## src/rtl/uart_pkg.sv

```systemverilog
// Shared UART definitions: receiver state encoding, oversampling constants
// and the default baud divider for a 100 MHz clock at 9600 baud.
package uart_pkg;

  typedef enum logic [2:0] {
    ST_IDLE   = 3'd0,
    ST_START  = 3'd1,
    ST_DATA   = 3'd2,
    ST_PARITY = 3'd3,
    ST_STOP   = 3'd4
  } rx_state_e;

  // Oversample ticks per bit, and the tick index at the middle of the start bit
  localparam int unsigned OVERSAMPLE       = 16;
  localparam int unsigned MID_START        = 7;
  localparam int unsigned DEFAULT_BAUD_DIV = 651;

endpackage

```

## src/rtl/baud_rate_generator.sv

```systemverilog
// Free-running oversample tick generator: one-cycle tick every BAUD_DIV clocks.
// Shared between the receive and (future) transmit sides.
module baud_rate_generator
  import uart_pkg::*;
#(
  parameter int unsigned BAUD_DIV = DEFAULT_BAUD_DIV
) (
  input  logic clk,
  input  logic reset,
  output logic tick
);

  localparam int unsigned CW = (BAUD_DIV > 2) ? $clog2(BAUD_DIV) : 1;
  localparam logic [CW-1:0] LAST = CW'(BAUD_DIV - 1);

  logic [CW-1:0] cnt_q, cnt_d;

  // Wrap at BAUD_DIV-1; never realigned to frame boundaries
  always_comb begin
    cnt_d = (cnt_q == LAST) ? '0 : cnt_q + CW'(1);
  end

  // Counter register
  always_ff @(posedge clk) begin
    if (reset) cnt_q <= '0;
    else       cnt_q <= cnt_d;
  end

  assign tick = (cnt_q == LAST);

endmodule

```

## src/rtl/uart_rx.sv

```systemverilog
// UART receiver with 16x oversampling. Feeds the write side of the RX FIFO
// and reports framing / overrun errors as single-cycle pulses.
// Optional parity checking is enabled by defining UART_RX_PARITY_EN.
module uart_rx
  import uart_pkg::*;
#(
  parameter int unsigned DATA_SIZE  = 8,
  parameter int unsigned SB_TICK    = 16,
  parameter int unsigned BAUD_DIV   = DEFAULT_BAUD_DIV
`ifdef UART_RX_PARITY_EN
  , parameter bit        PARITY_ODD = 1'b0
`endif
) (
  input  logic                 clk,
  input  logic                 reset,
  input  logic                 rx,
  input  logic                 fifo_full,
  output logic [DATA_SIZE-1:0] rx_data_out,
  output logic                 rx_done_tick,
  output logic                 frame_err,
  output logic                 overrun_err
`ifdef UART_RX_PARITY_EN
  , output logic               parity_err
`endif
);

  localparam int unsigned NW = (DATA_SIZE > 1) ? $clog2(DATA_SIZE) : 1;
  localparam logic [4:0]    S_MID  = 5'(MID_START);
  localparam logic [4:0]    S_BIT  = 5'(OVERSAMPLE - 1);
  localparam logic [4:0]    S_STOP = 5'(SB_TICK - 1);
  localparam logic [NW-1:0] N_LAST = NW'(DATA_SIZE - 1);

  logic                 tick;
  logic                 rx_meta_q, rx_s_q;
  rx_state_e            state_q;
  logic [4:0]           s_q;
  logic [NW-1:0]        n_q;
  logic [DATA_SIZE-1:0] shift_q, shift_d;
  logic [DATA_SIZE-1:0] data_q;
  logic                 done_q, ferr_q, ovr_q;
`ifdef UART_RX_PARITY_EN
  logic                 par_bit_q;
  logic                 perr_q;
  logic                 par_bad;
`endif

  baud_rate_generator #(.BAUD_DIV(BAUD_DIV)) u_baud (
    .clk   (clk),
    .reset (reset),
    .tick  (tick)
  );

  // Two-flop synchronizer; idles high so reset does not look like a start edge
  always_ff @(posedge clk) begin
    if (reset) begin
      rx_meta_q <= 1'b1;
      rx_s_q    <= 1'b1;
    end else begin
      rx_meta_q <= rx;
      rx_s_q    <= rx_meta_q;
    end
  end

  // Line order is LSB first, so new bits enter at the MSB and shift right
  always_comb begin
    shift_d = {rx_s_q, shift_q[DATA_SIZE-1:1]};
  end

`ifdef UART_RX_PARITY_EN
  // Received parity bit must make the total XOR equal the selected sense
  always_comb begin
    par_bad = ((^shift_q) ^ par_bit_q) != PARITY_ODD;
  end
`endif

  // Receive FSM; all outputs are registered one-cycle pulses
  always_ff @(posedge clk) begin
    if (reset) begin
      state_q   <= ST_IDLE;
      s_q       <= '0;
      n_q       <= '0;
      shift_q   <= '0;
      data_q    <= '0;
      done_q    <= 1'b0;
      ferr_q    <= 1'b0;
      ovr_q     <= 1'b0;
`ifdef UART_RX_PARITY_EN
      par_bit_q <= 1'b0;
      perr_q    <= 1'b0;
`endif
    end else begin
      done_q <= 1'b0;
      ferr_q <= 1'b0;
      ovr_q  <= 1'b0;
`ifdef UART_RX_PARITY_EN
      perr_q <= 1'b0;
`endif
      case (state_q)
        ST_IDLE: begin
          if (!rx_s_q) begin
            state_q <= ST_START;
            s_q     <= '0;
          end
        end
        ST_START: begin
          if (tick) begin
            if (s_q == S_MID) begin
              if (rx_s_q) begin
                state_q <= ST_IDLE;      // glitch, not a real start bit
              end else begin
                state_q <= ST_DATA;
                s_q     <= '0;
                n_q     <= '0;
              end
            end else begin
              s_q <= s_q + 5'd1;
            end
          end
        end
        ST_DATA: begin
          if (tick) begin
            if (s_q == S_BIT) begin
              s_q     <= '0;
              shift_q <= shift_d;
              if (n_q == N_LAST) begin
`ifdef UART_RX_PARITY_EN
                state_q <= ST_PARITY;
`else
                state_q <= ST_STOP;
`endif
              end else begin
                n_q <= n_q + NW'(1);
              end
            end else begin
              s_q <= s_q + 5'd1;
            end
          end
        end
`ifdef UART_RX_PARITY_EN
        ST_PARITY: begin
          if (tick) begin
            if (s_q == S_BIT) begin
              s_q       <= '0;
              par_bit_q <= rx_s_q;
              state_q   <= ST_STOP;
            end else begin
              s_q <= s_q + 5'd1;
            end
          end
        end
`endif
        ST_STOP: begin
          if (tick) begin
            if (s_q == S_STOP) begin
              state_q <= ST_IDLE;
              s_q     <= '0;
              if (!rx_s_q) begin
                ferr_q <= 1'b1;          // framing error wins over parity
`ifdef UART_RX_PARITY_EN
              end else if (par_bad) begin
                perr_q <= 1'b1;
`endif
              end else begin
                data_q <= shift_q;
                done_q <= 1'b1;
                ovr_q  <= fifo_full;     // FIFO will drop this word
              end
            end else begin
              s_q <= s_q + 5'd1;
            end
          end
        end
        default: state_q <= ST_IDLE;
      endcase
    end
  end

  assign rx_data_out  = data_q;
  assign rx_done_tick = done_q;
  assign frame_err    = ferr_q;
  assign overrun_err  = ovr_q;
`ifdef UART_RX_PARITY_EN
  assign parity_err   = perr_q;
`endif

endmodule

```

## config.mk

```make
export PLATFORM = sky130hd
export DESIGN_NAME = uart_rx
export DESIGN_NICKNAME = d
export VERILOG_FILES = /design/src/rtl/uart_pkg.sv /design/src/rtl/baud_rate_generator.sv /design/src/rtl/uart_rx.sv
export SDC_FILE = /design/constraint.sdc
export NUM_CORES = 1
export LEC_CHECK = 0
export BUFFER_PORTS_ARGS = -buffer_cell sky130_fd_sc_hd__buf_2
export CORE_MARGIN = 1.5
export CORE_UTILIZATION = 60
export CTS_BUF_LIST = sky130_fd_sc_hd__clkbuf_2 sky130_fd_sc_hd__clkbuf_4 sky130_fd_sc_hd__clkbuf_8
export DETAILED_ROUTE_END_ITERATION = 10
export GPL_TIMING_DRIVEN = 0
export HOLD_SLACK_MARGIN = 0.05
export PLACE_DENSITY = 0.9
export SLEW_MARGIN = 15
export SYNTH_ARGS = -nofsm -noshare
export SYNTH_HDL_FRONTEND = slang
export SYNTH_SLANG_ARGS = --single-unit
```

## constraint.sdc

```tcl
create_clock -name clk -period 6 [get_ports clk]
set_clock_uncertainty 0.05 [all_clocks]
set_input_delay 0.6 -clock clk [delete_from_list [all_inputs] [get_ports clk]]
set_output_delay 0.6 -clock clk [all_outputs]
set_load 0.01 [all_outputs]
```

==> results.json, run 1 <==
{
  "status": "complete, no violations",
  "finalWirelength_um": 4219,
  "clkSinkCount": 42,
  "synth_area_per_cell_um2": 9.337,
  "p_leak_uw": 0.001008,
  "synth_common_cells": "sky130_fd_sc_hd__dfxtp_1 (42), sky130_fd_sc_hd__nor2_1 (37), sky130_fd_sc_hd__mux2i_1 (18), sky130_fd_sc_hd__nand3_1 (9)",
  "die_area_um2": 3865,
  "cp_cell_sequence": "or3_4 -> nor4_4 -> nand4_4 -> mux2i_1 -> nor2_1",
  "dr.pass1.iters": 6,
  "max_clock_freq_ghz": 0.4309,
  "synth_area_leader_cell": "sky130_fd_sc_hd__dfxtp_1",
  "fin_util": 0.6854,
  "synth-seq-area-share": 0.4002,
  "largest_net_degree_at_the_start_of_global_routing": 14,
  "global_route.overflow_total": 0,
  "worst_setup_path_end_kind": "register",
  "critical_path.max_fanout": 9,
  "period_share": 0.3868,
  "power_density_nw_per_um2": 204.9,
  "first_pass_grt_wire_length_um": 7272,
  "drt_first_iter_violations": 173,
  "synthArstFlopShare": 0,
  "io_buffer_count": 14,
  "floorplan.initialDensity": 0.6295,
  "cts-root-buf": "sky130_fd_sc_hd__clkbuf_4",
  "post-cts-setup-buffers": 0,
  "required_ps": 6200,
  "worstMarginPinSlew_ps": 708.0,
  "routed-via-count": 1720,
  "antenna_found_initial": 0,
  "cts_hold_buffers": 0,
  "tritoncts": "built",
  "critical_path.startpoint_type": "register",
  "insertedDiodeCount": 0,
  "ctsResizeCount": 0,
  "die_height_um": 62.17,
  "floorplan.die.width_um": 62.17,
  "clock_latency_on_the_worst_skew_pair_ps": 370,
  "synth_top_area_share": 0.4002,
  "nFillCells": 276,
  "mappedNetlistArea_um2": 2101,
  "yosys_warns": 0,
  "synth.top_cells.by_area": "sky130_fd_sc_hd__dfxtp_1 (40%), sky130_fd_sc_hd__mux2i_1 (8.6%), sky130_fd_sc_hd__nor2_1 (6.6%), sky130_fd_sc_hd__ha_1 (4.2%), sky130_fd_sc_hd__nand3_1 (2.1%)",
  "post_drt_via_cell_ratio": 5.870,
  "design.portCount": 15,
  "syn-num-nets": 236,
  "final.min_clock_period_ps": 2321,
  "gp_routability_congestion": 0.8934,
  "drc": 0,
  "area.sequential_um2": 840.8,
  "critical_path.slowest_cell": "sky130_fd_sc_hd__nor4_4",
  "cts_made_buffers": 5,
  "synth_enable_flop_cells": 0,
  "drv.max_cap_violation_count": 0,
  "track_usage": 0.2375,
  "placementRows": 21,
  "min_path_type": "input pin to register",
  "timing.final.hold_violations": 0,
  "grt_setup_unrepaired": "false",
  "h-tree-depth": 2,
  "residual_antenna_violating_net_count_after_detailed_routing": 0,
  "vdd_ir_drop_max_mv": 0.1589,
  "critPathArrivalTime_ps": 2530,
  "critical_path.max_stage_delay_ps": 680,
  "design.core.area_um2": 3337,
  "synth_cell_types": 52,
  "synth_most_common_cell": "sky130_fd_sc_hd__dfxtp_1",
  "maxSlewViolCount": 0,
  "syn_inst_count": 225,
  "timing.final.setup_violations": 0,
  "area_growth_syn_to_layout_pct": 8.874,
  "via_count_of_the_first_global_routing_pass": 1562,
  "detailed_place_hpwl_um": 3001,
  "multi_input_area_um2": 1169,
  "ys_flop_type": "sky130_fd_sc_hd__dfxtp_1",
  "final_layout_size_suffix_gt1_frac": 0.1660,
  "setup-tns-final_ps": 0,
  "clock_tree.buffer_depth": 2,
  "synth.ff_latch_count": 42,
  "clkSlewWorstSetupHoldPaths_ps": 130,
  "critical_path_class": "register to register",
  "routed_wire_length_per_instance_um": 14.40,
  "worst_slew_margin_rel": 0.5245,
  "layout.nets": 257
}
[kinds of logic after synthesis]
logic type      after synthesis  share of synthesized area
simple gates                106                     0.3008
flops                        42                     0.4002
compound gates               30                    0.09470
mux                          18                    0.08576
buf+inv                      14                    0.04348
xor+xnor                      8                    0.03335
fa+ha+maj                     7                    0.04169
[final timing paths]
| path | endpoint | slack (ps) | depth (start not counted) | start |
|---|---|---|---|---|
| max | rx_data_out[5]$_SDFFE_PP0P_ | 3680 | 5 | u_baud.cnt_q[2]$_SDFF_PP0_ |
| min | rx_meta_q$_SDFF_PP1_ | 350 | 2 | rx |
| max reg2reg | rx_data_out[5]$_SDFFE_PP0P_ | 3680 | 5 | u_baud.cnt_q[2]$_SDFF_PP0_ |
| min reg2reg | rx_s_q$_SDFF_PP1_ | 370 | 1 | rx_meta_q$_SDFF_PP1_ |
[layer usage]
metal / share of wire / vias up / track usage
met3: 0.058 / 8 / 0.05797
met5: 0 / - / 0
met4: 0.018 / 0 / 0.08889
li1: - / 845 / -
met2: 0.49 / 57 / 0.4008
met1: 0.43 / 810 / 0.2948
[metrics by stage]
| stage | cell area, µm² | total power, µW | setup slack (ps) | hold slack, ps | cells |
|---|---|---|---|---|---|
| 6_report | 2287 | 468.8 | 3679 | 352.5 | 293 |
| 2_1_floorplan | 2101 | 319.1 | 4039 | 339.5 | 225 |
| 4_1_cts | 2287 | 469.0 | 3679 | 355.1 | 293 |
| 3_3_place_gp | 2228 | 327.1 | 3805 | 340.9 | 285 |
| 5_1_grt | 2287 | 487.3 | 3554 | 357.2 | 293 |
| 3_5_place_dp | 2228 | 328.3 | 3695 | 343.4 | 285 |
[critical path: cells and delay by family, from the launching register on]
| family | cells | cell delay [ps] |
|---|---|---|
| and+or+nand+nor | 4 | 1510 |
| DFF | 1 | 390 |
| muxes | 1 | 260 |
[area by class of cell]
type / count / area share
plain buffers: 9 / 0.03173
clock buffers: 6 / 0.01969
clock inverters: 2 / 0.006018
inverters: 5 / 0.008206
multi-input cells: 169 / 0.5109
flip-flops and latches: 42 / 0.3676
well taps: 46 / 0.02516
repair buffers: 14 / 0.03063
[flip-flops by register name, summed over array words and instances, names as in the netlist, 3 cells and up]
register      count
rx_data_out       8
state_q           3
s_q               5
u_baud.cnt_q     10
n_q               3
shift_q           8
[report_power, final]
part | switching (µW) | internal, µW | leakage [µW] | total (µW)
sequential | 3.38 | 282 | 0.000339 | 285
combinational | 22.9 | 14.9 | 0.000633 | 37.8
clock | 94.9 | 50.6 | 0.0000356 | 145
total | 121 | 348 | 0.00101 | 469
[cells in the final DEF (no fill, tap or decap), types with 6 or more instances in the layout]
cell type,n
sky130_fd_sc_hd__nand2b_1,6
sky130_fd_sc_hd__mux2i_1,18
sky130_fd_sc_hd__nor2_1,37
sky130_fd_sc_hd__nand2_1,8
sky130_fd_sc_hd__buf_2,15
sky130_fd_sc_hd__a21oi_1,8
sky130_fd_sc_hd__dfxtp_1,42
sky130_fd_sc_hd__clkbuf_4,6
sky130_fd_sc_hd__nand3_1,9
sky130_fd_sc_hd__ha_1,7
Note: power is estimated with default switching activity, not from simulation.
==> run 2, diff against run 1 <==
--- a/config.mk
+++ b/config.mk
@@ -7,12 +7,12 @@
 export LEC_CHECK = 0
 export BUFFER_PORTS_ARGS = -buffer_cell sky130_fd_sc_hd__buf_2
 export CORE_MARGIN = 1.5
-export CORE_UTILIZATION = 60
+export CORE_UTILIZATION = 56
 export CTS_BUF_LIST = sky130_fd_sc_hd__clkbuf_2 sky130_fd_sc_hd__clkbuf_4 sky130_fd_sc_hd__clkbuf_8
 export DETAILED_ROUTE_END_ITERATION = 10
 export GPL_TIMING_DRIVEN = 0
 export HOLD_SLACK_MARGIN = 0.05
-export PLACE_DENSITY = 0.9
+export PLACE_DENSITY = 0.89
 export SLEW_MARGIN = 15
 export SYNTH_ARGS = -nofsm -noshare
 export SYNTH_HDL_FRONTEND = slang
==> constraint.sdc (replaced) <==
create_clock -name clk -period 1.9 [get_ports clk]
set_clock_uncertainty 0.05 [all_clocks]
set_input_delay 0.19 -clock clk [delete_from_list [all_inputs] [get_ports clk]]
set_output_delay 0.19 -clock clk [all_outputs]
set_load 0.01 [all_outputs]
==> run 2 against run 1 <==
Combinational power rose to 3.7 times the previous value; sequential power rose to 3.2 times the previous value; highest routed layer unchanged; via count grew 2.7%.
==> results.json, run 2 (same netlist as run 1, synthesis figures left out) <==
{
  "status": "complete, no violations",
  "first_pass_grt_wire_length_um": 7527,
  "required_ps": 2030,
  "critical_path.max_fanout": 10,
  "power_density_nw_per_um2": 630.7,
  "clkSlewWorstSetupHoldPaths_ps": 90,
  "io_buffer_count": 14,
  "hold_ws_ps": 74.98,
  "global_route.overflow_total": 0,
  "reg_with_most_ffs": "u_baud.cnt_q",
  "critical_path_class": "register to register",
  "finalNonFillerCells": 306,
  "drv.max_cap_violation_count": 0,
  "floorplan.die.width_um": 64.25,
  "drt_first_iter_violations": 113,
  "worst_setup_path_endpoint": "n_q[2]$_SDFFE_PP0P_",
  "maxSlewViolCount": 0,
  "worst_setup_path_end_kind": "register",
  "h-tree-depth": 2,
  "placementRows": 22,
  "insertedDiodeCount": 0,
  "critical_path.slowest_cell": "sky130_fd_sc_hd__or3b_2",
  "design.portCount": 15,
  "most-common-layout-cells": "sky130_fd_sc_hd__nor2_1 (37), sky130_fd_sc_hd__dfxtp_1 (30), sky130_fd_sc_hd__mux2i_1 (18)",
  "max_clock_freq_ghz": 0.5321,
  "r2r.worst_path.cells": 6,
  "cts-root-buf": "sky130_fd_sc_hd__clkbuf_8",
  "residual_antenna_violating_net_count_after_detailed_routing": 0,
  "dp.cells": 287,
  "final_layout_size_suffix_gt1_frac": 0.3256,
  "gp_routability_congestion": 0.8600,
  "cp-startpoint": "state_q[0]$_SDFFE_PP0P_",
  "clkSinkCount": 42,
  "die_height_um": 64.25,
  "total_power_uw": 1622,
  "min_path_type": "input pin to register",
  "via_count_of_the_first_global_routing_pass": 1630,
  "floorplan.initialDensity": 0.5782,
  "timing.rr.start": "state_q[0]$_SDFFE_PP0P_",
  "layout.nets": 268,
  "r2r_end": "n_q[2]$_SDFFE_PP0P_",
  "vdd_ir_drop_max_mv": 0.3685,
  "clock_tree.buffer_depth": 2,
  "crit_family": "compound AO/OA/AOI/OAI gates",
  "critPathArrivalTime_ps": 2010,
  "cts_made_buffers": 5,
  "dr.pass1.iters": 4,
  "crit_cells": 6,
  "fin_util": 0.7076,
  "critical_path.max_stage_delay_ps": 500,
  "timing.final.hold_violations": 0,
  "timing.final.setup_violations": 0,
  "min_delay_path_depth": 2,
  "detailed_place_hpwl_um": 2983,
  "largest_net_degree_at_the_start_of_global_routing": 15,
  "area_growth_syn_to_layout_pct": 22.39,
  "routed-via-count": 1767,
  "r2r_setup_slack_ps": 20,
  "drc": 0,
  "cp_cell_sequence": "buf_4 -> or3b_2 -> a21oi_4 -> o221ai_2 -> a22oi_1 -> nor2_1",
  "number_of_flip_flops_in_the_largest_register": 10,
  "clock_latency_on_the_worst_skew_pair_ps": 300,
  "tritoncts": "built",
  "worstMarginPinSlew_ps": 399.7,
  "worst_slew_margin_rel": 0.7307,
  "antenna_found_initial": 0,
  "post_drt_via_cell_ratio": 5.775,
  "grt_setup_unrepaired": "true",
  "routed_wire_length_per_instance_um": 15.43,
  "track_usage": 0.2361,
  "finalWirelength_um": 4721,
  "path_buf_inv": 1,
  "p_leak_uw": 0.001097,
  "final.min_clock_period_ps": 1879,
  "design.core.area_um2": 3633,
  "die_area_um2": 4128,
  "period_share": 0.9891,
  "critical_path.startpoint_type": "register",
  "layout.cells.most_common": "sky130_fd_sc_hd__nor2_1"
}
[run 2: changes by cell type in the layout (fill, tap and decap cells not counted), sizes merged]
| cell | previous run | this run |
|---|---|---|
| inv | 5 | 6 |
| clkbuf | 11 | 8 |
| dlygate4sd3 | 0 | 1 |
| buf | 16 | 28 |
[run 2: power by group]
part / total (µW) / internal, µW / switching [µW]
Sequential: 902 / 889 / 12.1
Clock: 582 / 259 / 324
Combinational: 138 / 56.5 / 81.4
[run 2: worst reg2reg max path, delay by kind of cell (launching register included)]
kind	cells	cell delay, ps
simple gates	2	550
flops	1	380
compound gates	3	570
buf+inv	1	200
[run 2: worst min path at each step]
stage               from                      to  slack [ps]
3_3_place_gp          rx    rx_meta_q$_SDFF_PP1_         330
5_1_grt        fifo_full  overrun_err$_SDFF_PP0_          80
6_report       fifo_full  overrun_err$_SDFF_PP0_          70
2_1_floorplan         rx    rx_meta_q$_SDFF_PP1_         240
4_1_cts        fifo_full  overrun_err$_SDFF_PP0_          70
3_5_place_dp          rx    rx_meta_q$_SDFF_PP1_         340
[run 2: what timing repair did]
item / in CTS / in global routing
hold endpoints to repair: 1 / 0
pin swaps: 7 / 8
hold buffers: 1 / 0
setup endpoints to repair: 39 / 25
buffers inserted: 6 / 5
resized for setup: 20 / 27
[run 2: layout make-up]
| class | count | area (µm²) |
|---|---|---|
| fill | 250 | 1062 |
| tap | 48 | 60.06 |
| sequential | 42 | 858.3 |
| clock inverter | 3 | 18.77 |
| buffer | 8 | 73.82 |
| multi-input combinational | 169 | 1303 |
| clock buffer | 5 | 68.82 |
| timing repair buffer | 26 | 170.2 |
| inverter | 5 | 18.77 |
[run 2: through the flow]
| step | worst slack, ps | cell area [µm²] | TNS, ps |
|---|---|---|---|
| global placement | -259.6 | 2233 | -6100 |
| detailed placement | -285.5 | 2233 | -6859 |
| floorplan | 3.461 | 2103 | 0 |
| CTS | 11.37 | 2426 | 0 |
| finish | 20.72 | 2571 | 0 |
| global route | -52.64 | 2571 | -88.70 |
[run 2: per-layer routing]
layer,routed length [µm],track usage,up-vias,part of all wire
li1,-,-,862,-
met1,1953,0.2648,842,0.41
met2,2444,0.4154,49,0.52
met3,180,0.06338,14,0.038
met4,142,0.1064,0,0.030
met5,0,0,-,0
==> run 3, diff against run 2 <==
--- a/config.mk
+++ b/config.mk
@@ -7,12 +7,12 @@
 export LEC_CHECK = 0
 export BUFFER_PORTS_ARGS = -buffer_cell sky130_fd_sc_hd__buf_2
 export CORE_MARGIN = 1.5
-export CORE_UTILIZATION = 56
+export CORE_UTILIZATION = 60
 export CTS_BUF_LIST = sky130_fd_sc_hd__clkbuf_2 sky130_fd_sc_hd__clkbuf_4 sky130_fd_sc_hd__clkbuf_8
 export DETAILED_ROUTE_END_ITERATION = 10
 export GPL_TIMING_DRIVEN = 0
 export HOLD_SLACK_MARGIN = 0.05
-export PLACE_DENSITY = 0.89
+export PLACE_DENSITY = 0.9
 export SLEW_MARGIN = 15
 export SYNTH_ARGS = -nofsm -noshare
 export SYNTH_HDL_FRONTEND = slang
==> constraint.sdc (replaced) <==
create_clock -name clk -period 1.97 [get_ports clk]
set_clock_uncertainty 0.05 [all_clocks]
set_input_delay 0.197 -clock clk [delete_from_list [all_inputs] [get_ports clk]]
set_output_delay 0.197 -clock clk [all_outputs]
set_load 0.01 [all_outputs]
==> run 3 against run 2 <==
The flow now finishes with violations (setup timing); fmax decreased by 7.0%; routed wire length increased by 1.8%; non-clock buffer count increased by 1; combinational power decreased by 5%; via count increased by 1.2%; first-iteration DRC count increased by 65%; utilization increased by 3.1 points; power decreased by 11%; global-route usage increased by 1.2 points; sequential share of layout area increased by 1.3 points; clock-buffer cell count increased by 1; critical path type unchanged; largest cell class unchanged.
==> results.json, run 3 (same netlist as run 1, synthesis figures left out) <==
{
  "violations": "setup timing",
  "min_path_type": "input pin to register",
  "worst_slew_margin_rel": 0.6261,
  "timing.rr.start": "u_baud.cnt_q[2]$_SDFF_PP0_",
  "period_share": 1.026,
  "timing.final.hold_violations": 0,
  "min_delay_path_depth": 3,
  "design.core.area_um2": 3337,
  "worst_setup_path_endpoint": "s_q[0]$_SDFFE_PP0P_",
  "critPathArrivalTime_ps": 2220,
  "drv.max_cap_violation_count": 0,
  "vdd_ir_drop_max_mv": 0.4929,
  "layout.cells.most_common": "sky130_fd_sc_hd__nor2_1",
  "cts-root-buf": "sky130_fd_sc_hd__clkbuf_4",
  "io_buffer_count": 14,
  "detailed_place_hpwl_um": 3001,
  "clock_tree.buffer_depth": 2,
  "status": "complete, but fails checks",
  "critical_path_class": "register to register",
  "r2r.worst_path.cells": 7,
  "h-tree-depth": 2,
  "most-common-layout-cells": "sky130_fd_sc_hd__nor2_1 (37), sky130_fd_sc_hd__dfxtp_1 (35), sky130_fd_sc_hd__mux2i_1 (17)",
  "tritoncts": "built",
  "insertedDiodeCount": 0,
  "r2r_setup_slack_ps": -50,
  "internal-power_uw": 1065,
  "design.portCount": 15,
  "power.switching_uw": 376.1,
  "critical_path.max_fanout": 6,
  "post_drt_via_cell_ratio": 5.862,
  "residual_antenna_violating_net_count_after_detailed_routing": 0,
  "max_clock_freq_ghz": 0.4949,
  "drt_first_iter_violations": 186,
  "clkSinkCount": 42,
  "finalWirelength_um": 4807,
  "first_pass_grt_wire_length_um": 7610,
  "placementRows": 21,
  "die_area_um2": 3865,
  "number_of_flip_flops_in_the_largest_register": 10,
  "finalNonFillerCells": 305,
  "worst_case_setup_margin_in_the_final_layout_ps": -50.73,
  "reg_with_most_ffs": "u_baud.cnt_q",
  "dr.pass1.iters": 4,
  "r2r_end": "s_q[0]$_SDFFE_PP0P_",
  "p_leak_uw": 0.001069,
  "largest_net_degree_at_the_start_of_global_routing": 14,
  "global_route.overflow_total": 0,
  "p_sw_frac": 0.2610,
  "critical_path.startpoint_type": "register",
  "gp_routability_congestion": 0.8934,
  "floorplan.initialDensity": 0.6295,
  "final.min_clock_period_ps": 2021,
  "power.share.sequential": 0.602,
  "hold_ws_ps": 156.4,
  "p_comb_frac": 0.091,
  "antenna_found_initial": 0,
  "postLayoutCellArea_um2": 2465,
  "layout.nets": 269,
  "clkSlewWorstSetupHoldPaths_ps": 120,
  "power_density_nw_per_um2": 584.5,
  "share_clk_of_total_power": 0.307,
  "routed_wire_length_per_instance_um": 15.76,
  "cp-startpoint": "u_baud.cnt_q[2]$_SDFF_PP0_",
  "post_dp_cell_area_um2": 2228,
  "final_layout_size_suffix_gt1_frac": 0.2703,
  "grt_setup_unrepaired": "true",
  "area_growth_syn_to_layout_pct": 17.33,
  "die_height_um": 62.17,
  "drc": 0,
  "worstMarginPinSlew_ps": 553.2,
  "maxSlewViolCount": 0,
  "worst_setup_path_end_kind": "register",
  "floorplan.die.width_um": 62.17,
  "timing.final.setup_violations": 5,
  "required_ps": 2170,
  "via_count_of_the_first_global_routing_pass": 1628,
  "track_usage": 0.2485,
  "clock_latency_on_the_worst_skew_pair_ps": 360,
  "routed-via-count": 1788,
  "cts_made_buffers": 5,
  "dp.cells": 285
}
[run 3: routing by layer]
layer,wire length (µm),global-route usage,vias up
met5,0,0,-
met4,80,0.1028,0
met3,285,0.05435,7
met2,2411,0.4212,64
met1,2029,0.3067,845
li1,-,-,872
[run 3: per-stage QoR]
| step | setup slack (ps) | TNS, ps | total power [µW] | utilization |
|---|---|---|---|---|
| 2_1_floorplan | 9.335 | 0 | 971.9 | - |
| 3_3_place_gp | -224.5 | -4727 | 996.2 | 0.6678 |
| 6_report | -50.73 | -124.9 | 1441 | 0.7387 |
| 5_1_grt | -111.3 | -703.0 | 1495 | 0.7387 |
| 4_1_cts | 10.42 | 0 | 1433 | 0.7109 |
| 3_5_place_dp | -334.8 | -6674 | 999.9 | 0.6678 |
[run 3: what timing repair did]
action | 4_1_cts | 5_1_grt
pin swaps | 1 | 11
hold endpoints to repair | 2 | 0
buffers inserted | 5 | 6
hold buffers | 2 | 0
resized for setup | 9 | 16
endpoints found under the setup margin | 39 | 27
[run 3: layout make-up]
class                      instances  area [µm²]
multi-input combinational        169        1229
fill                             234       872.1
sequential                        42       854.6
timing repair buffer              27       176.4
buffer                             8       70.07
tap                               46       57.56
clock buffer                       6       45.04
inverter                           5       18.77
clock inverter                     2       13.76
[run 3: how the worst min path moves through the flow]
stage / start / endpoint
5_1_grt: reset / state_q[1]$_SDFFE_PP0P_
2_1_floorplan: rx / rx_meta_q$_SDFF_PP1_
3_5_place_dp: rx / rx_meta_q$_SDFF_PP1_
4_1_cts: reset / state_q[1]$_SDFFE_PP0P_
3_3_place_gp: rx / rx_meta_q$_SDFF_PP1_
6_report: reset / state_q[1]$_SDFFE_PP0P_
[run 3: power groups by stage]
| stage | Clock (µW) | Sequential (µW) | Combinational [µW] |
|---|---|---|---|
| after detailed placement | 0 | 888 | 111 |
| final | 442 | 867 | 131 |
| after CTS | 446 | 869 | 117 |
| after global routing | 483 | 869 | 143 |
| after floorplan | 0 | 886 | 85.6 |
| after global placement | 0 | 888 | 108 |
[run 3: critical path: stages (launching register included)]
cell,delay [ps]
sky130_fd_sc_hd__dfxtp_4,380
sky130_fd_sc_hd__or3_4,400
sky130_fd_sc_hd__nor4_4,390
sky130_fd_sc_hd__buf_4,210
sky130_fd_sc_hd__buf_6,100
sky130_fd_sc_hd__o211ai_1,170
sky130_fd_sc_hd__nand3_1,150
sky130_fd_sc_hd__a21oi_1,70
